### src/rtl/return_addr_stack_pkg.sv
// Shared core definitions: predecode jump classification and the default
// return-address-stack depth, used by predecode and by return_addr_stack.
package return_addr_stack_pkg;

  localparam int RAS_DEPTH = 8;

  typedef enum logic [2:0] {
    JT_NONE = 3'd0,
    JT_BR   = 3'd1,
    JT_RET  = 3'd2,
    JT_J    = 3'd3,
    JT_JR   = 3'd4,
    JT_JAL  = 3'd5,
    JT_JALR = 3'd6
  } jump_t;

endpackage

### src/rtl/return_addr_stack.sv
// Circular return-address stack: calls push pc+4, returns pop and predict,
// with checkpoint outputs and a flush port that restores a checkpoint.
module return_addr_stack
  import return_addr_stack_pkg::*;
#(
  parameter int DEPTH = RAS_DEPTH,
  parameter int PC_W  = 64,
  localparam int IDX_W = $clog2(DEPTH),
  localparam int CNT_W = IDX_W + 1
) (
  input  logic             clk,
  input  logic             reset,
  input  logic             valid_in,
  input  logic [2:0]       pd_in,
  input  logic [PC_W-1:0]  pc_in,
  input  logic             flush,
  input  logic [IDX_W-1:0] restore_tos,
  input  logic [CNT_W-1:0] restore_cnt,
  input  logic [PC_W-1:0]  restore_top,
  output logic             pred_valid,
  output logic [PC_W-1:0]  pred_addr,
  output logic [IDX_W-1:0] ckpt_tos,
  output logic [CNT_W-1:0] ckpt_cnt,
  output logic [PC_W-1:0]  ckpt_top
);

  localparam logic [CNT_W-1:0] FULL       = CNT_W'(DEPTH);
  localparam logic [PC_W-1:0]  INSN_BYTES = PC_W'(4);

  logic [PC_W-1:0]  entry_q [DEPTH];
  logic [IDX_W-1:0] tos_q, tos_d;
  logic [CNT_W-1:0] cnt_q, cnt_d;

  logic             wr_en;
  logic [IDX_W-1:0] wr_idx;
  logic [PC_W-1:0]  wr_data;
  jump_t            pd_code;
  logic             is_push, is_pop, not_empty;

  always_comb begin
    pd_code   = jump_t'(pd_in);
    is_push   = valid_in && (pd_code == JT_JAL || pd_code == JT_JALR);
    is_pop    = valid_in && (pd_code == JT_RET);
    not_empty = (cnt_q != '0);

    tos_d   = tos_q;
    cnt_d   = cnt_q;
    wr_en   = 1'b0;
    wr_idx  = tos_q;
    wr_data = '0;

    // Prediction reads the pre-update top; a flush suppresses it.
    pred_valid = is_pop && not_empty && !flush;
    pred_addr  = entry_q[tos_q];

    ckpt_tos = tos_q;
    ckpt_cnt = cnt_q;
    ckpt_top = entry_q[tos_q];

    if (flush) begin
      tos_d   = restore_tos;
      cnt_d   = restore_cnt;
      wr_en   = 1'b1;
      wr_idx  = restore_tos;
      wr_data = restore_top;
    end else if (is_push) begin
      // When full the pointer wraps onto the oldest entry and cnt pins at DEPTH.
      tos_d   = tos_q + IDX_W'(1);
      wr_en   = 1'b1;
      wr_idx  = tos_q + IDX_W'(1);
      wr_data = pc_in + INSN_BYTES;
      cnt_d   = (cnt_q == FULL) ? FULL : cnt_q + CNT_W'(1);
    end else if (is_pop && not_empty) begin
      tos_d = tos_q - IDX_W'(1);
      cnt_d = cnt_q - CNT_W'(1);
    end
  end

  // Entry contents are deliberately not reset; cnt == 0 hides them.
  always_ff @(posedge clk) begin
    if (reset) begin
      tos_q <= '0;
      cnt_q <= '0;
    end else begin
      tos_q <= tos_d;
      cnt_q <= cnt_d;
      if (wr_en) entry_q[wr_idx] <= wr_data;
    end
  end

endmodule

### config.mk
export PLATFORM = sky130hd
export DESIGN_NAME = return_addr_stack
export DESIGN_NICKNAME = d
export VERILOG_FILES = /design/src/rtl/return_addr_stack_pkg.sv /design/src/rtl/return_addr_stack.sv
export SDC_FILE = /design/constraint.sdc
export NUM_CORES = 1
export LEC_CHECK = 0
export CAP_MARGIN = 20
export CORE_UTILIZATION = 40
export DETAILED_ROUTE_END_ITERATION = 7
export SETUP_SLACK_MARGIN = 0.15
export SYNTH_ARGS = -nofsm -noshare
export SYNTH_HDL_FRONTEND = slang
export SYNTH_SLANG_ARGS = --single-unit
### constraint.sdc
create_clock -name clk -period 5.7 [get_ports clk]
set_input_delay 1.14 -clock clk [delete_from_list [all_inputs] [get_ports clk]]
set_output_delay 1.14 -clock clk [all_outputs]
set_load 0.01 [all_outputs]
==> reports/results.tsv <==
stage	metric	value	unit
clock_tree	CTS Sinks	522	
clock_tree	clock transition at the registers of the reported paths	0.06	ns
timing	Pins Over Slew Limit	0	
placement	I/O Buffers	277	
setup_path	startpoint class of the critical path	flip-flop	
final_layout	fraction of layout cells with a size suffix above 1	20.63	%
drt	initial drt markers	1082	
timing	RSZ-0062 raised after global routing	false	
clock_tree	CTS buffer count	53	
drt	vias	12850	
grt	All-Layer GR Usage	20.37	%
setup_path	type of the worst setup path	reg2out	
drt	Met1 Wirelength	25320	um
synthesis	Synth Cell Area	22580	um2
drt	met3 WL	4068	um
drt	DRC Markers	0	
drt	Via-to-Cell Ratio	5.589	
synthesis	Synthesized Nets	1429	
grt	largest net degree at the start of global routing	59	
synthesis	leading post-synthesis cells by cell area	edfxtp_1 68%, mux4_2 13%, mux2_2 3.2%	
clock_tree	htree depth	2	
synthesis	top cell type's share of synthesized area	68.09	%
timing	setup TNS	0	ns
placement	Placer Congestion	0.8073	
power	Peak VDD IR	0.1940	mV
synthesis	cell taking the most area after synthesis	edfxtp_1	
die	die outline height	239.6	um
drt	Routed WL per cell	25.32	um
clock_tree	Hold-fix buffers, CTS	0	
final_layout	fillers	4551	
final_layout	area of the multi-input gates	6292	um2
drt	post-route ant nets	0	
timing	Setup Viol. Count Final	0	
synthesis	Synth Area per Inst	17.61	um2
final_layout	Layout area overhead	22.43	%
worst_hold_path	Hold Path Depth	2	
clock_tree	Root Driver	clkbuf_16	
setup_path	Worst R2R Setup Slack	2.28	ns
die	core area	55420	um2
timing	clock skew	0.02171	ns
setup_path	R2R cell count	7	
flow_run	Max-Cap Viols	0	
setup_path	crit-path max FO	42	
die	Chip Width	239.6	um
clock_tree	Post-CTS Setup Inserts	0	
status	status	completed	
setup_path	CP Capture Type	output port	
setup_path	Req. time, crit path	4.56	ns
timing	minimum clock period	4.311	ns
drt	DR pass1 iterations	7	
worst_hold_path	worst hold path class	reg2reg	
synthesis	most frequent cell after synthesis	edfxtp_1	
clock_tree	CTS tree	built	
drt	uppermost layer routed	met5	
final_layout	Post-layout nets	1660	
drt	met2 WL post-DR	27450	um
grt	initial antenna violation count	1	
timing	worst relative slew slack	27.83	%
synthesis	cells after synthesis	1282	
power	LEAKAGE	8.639	nW
final_layout	Reg area	15590	um2
synthesis	post-synthesis register bit count	522	
grt	first-pass GRT wire length	84100	um
die	Site Rows	86	
synthesis	Async SR Flop Fraction	0	%
setup_path	RR Startpoint	ckpt_tos[1]	
timing	Fmax	232.0	MHz
die	Ports	278	
clock_tree	Max Root-Sink Buffers	3	
grt	overflow left after global routing	0	
worst_hold_path	HP Start	ckpt_tos[2]	
power	power per cell area	317.9	nW/um2
timing	Final Hold Vio Count	0	
die	Initial Util	40.75	%
placement	DPL Wire Length	36170	um
setup_path	reg2reg end	entry_q[0][26]	
clock_tree	# resized after CTS	0	
setup_path	Worst Path Arrival	3.17	ns
synthesis	Seq/Total Area, Yosys	68.97	%
synthesis	post-synth cell types	55	
synthesis	Yosys warnings	0	
synthesis	most frequent cells after synthesis	512 x edfxtp_1, 128 x mux4_2, 89 x nand2_1	
timing	Worst Tran Pin Value	1.083	ns
clock_tree	worst-skew pair later-pin latency	0.59	ns
timing	fin crit share	75.62	%
grt	vias in the first global route	12830	
timing	WHS	0.6027	ns
die	die area	57410	um2
synthesis	ys flop type	edfxtp_1	
drt	final WL	58230	um
synthesis	number of flops mapped to enable cells by yosys	512	
-- metal layers --
layer,global-route usage [%],vias to the layer above
met5,0,-
met1,28.48,6662
met3,4.345,80
met4,5.808,2
li1,-,5603
met2,32.09,507
-- worst max-delay path by stage --
stage                    from              to  cells past startpoint
global placement     pc_in[8]  entry_q[4][54]                      5
detailed placement   pc_in[8]  entry_q[7][54]                      5
finish              flip-flop    pred_addr[2]                      4
global route        flip-flop    ckpt_top[58]                      4
CTS                 flip-flop    ckpt_top[57]                      4
floorplan            pd_in[1]   entry_q[0][0]                      6
-- worst max-delay path: stages (launching register included) --
cell             delay (ns)
dfxtp_4                0.81
buf_4                  0.53
mux4_2                 0.38
mux2_2                 0.35
clkdlybuf4s50_1        0.50
-- report_power, final --
group          leakage (nW)  internal (mW)  switching [mW]
clock network         0.825           1.98            1.42
registers              4.75           4.31          0.0567
logic                  3.06          0.536           0.493
-- flip-flops by register name (all words and copies together), names as in the netlist, named ones only --
| signal | cells |
|---|---|
| entry_q | 512 |
| ckpt_cnt | 4 |
| ckpt_tos | 3 |
-- cell families (layout without fill, tap and decap cells) --
group,Yosys count,after routing,share of synthesized area (%)
flip-flops,522,522,68.97
multiplexers,193,193,16.01
AND/OR/NAND/NOR,274,274,6.427
other,0,1,0
XOR/XNOR,38,38,1.474
AO/OA/AOI/OAI,107,107,3.358
adder cells (fa/ha/maj),5,5,0.2770
buffers and inverters,143,412,3.485
-- stage by stage --
| stage | instances | utilization, % | worst slack (ns) | cell area (um2) | power (mW) |
|---|---|---|---|---|---|
| 2_1_floorplan | 1282 | - | 0.4028 | 22580 | 4.991 |
| 3_3_place_gp | 2205 | 46.83 | 1.089 | 25950 | 5.470 |
| 3_5_place_dp | 2205 | 46.83 | 0.9016 | 25950 | 5.484 |
| 4_1_cts | 2298 | 49.88 | 1.300 | 27640 | 8.859 |
| 5_1_grt | 2299 | 49.89 | 1.222 | 27650 | 9.051 |
| 6_report | 2300 | 49.89 | 1.389 | 27650 | 8.789 |
-- layout make-up --
| cell class | instances | area share, % |
|---|---|---|
| timing repair buffer | 305 | 11.18 |
| sequential | 522 | 56.37 |
| clock inverter | 29 | 1.005 |
| antenna | 1 | 0.009051 |
| clock buffer | 64 | 5.100 |
| tap | 748 | 3.385 |
| multi-input combinational | 617 | 22.76 |
| inverter | 14 | 0.1901 |
-- placed cells by master, fill, tap and decap left out, drive strengths merged, types with 6 or more instances in the layout --
master	instances
or4	11
o311a	8
nor3	21
edfxtp	512
a221o	11
and2	6
mux2	65
clkinv	21
a211oi	6
mux4	128
nor2	34
or3	7
o21ai	38
nor4	10
nand2	89
o31ai	6
xnor2	20
nand3	39
and4	13
buf	28
a21oi	6
clkdlybuf4s50	276
nand4	19
xor2	18
clkbuf	65
and3	9
dfxtp	10
o211ai	10
inv	16
Note: power is estimated with default switching activity, not from simulation.
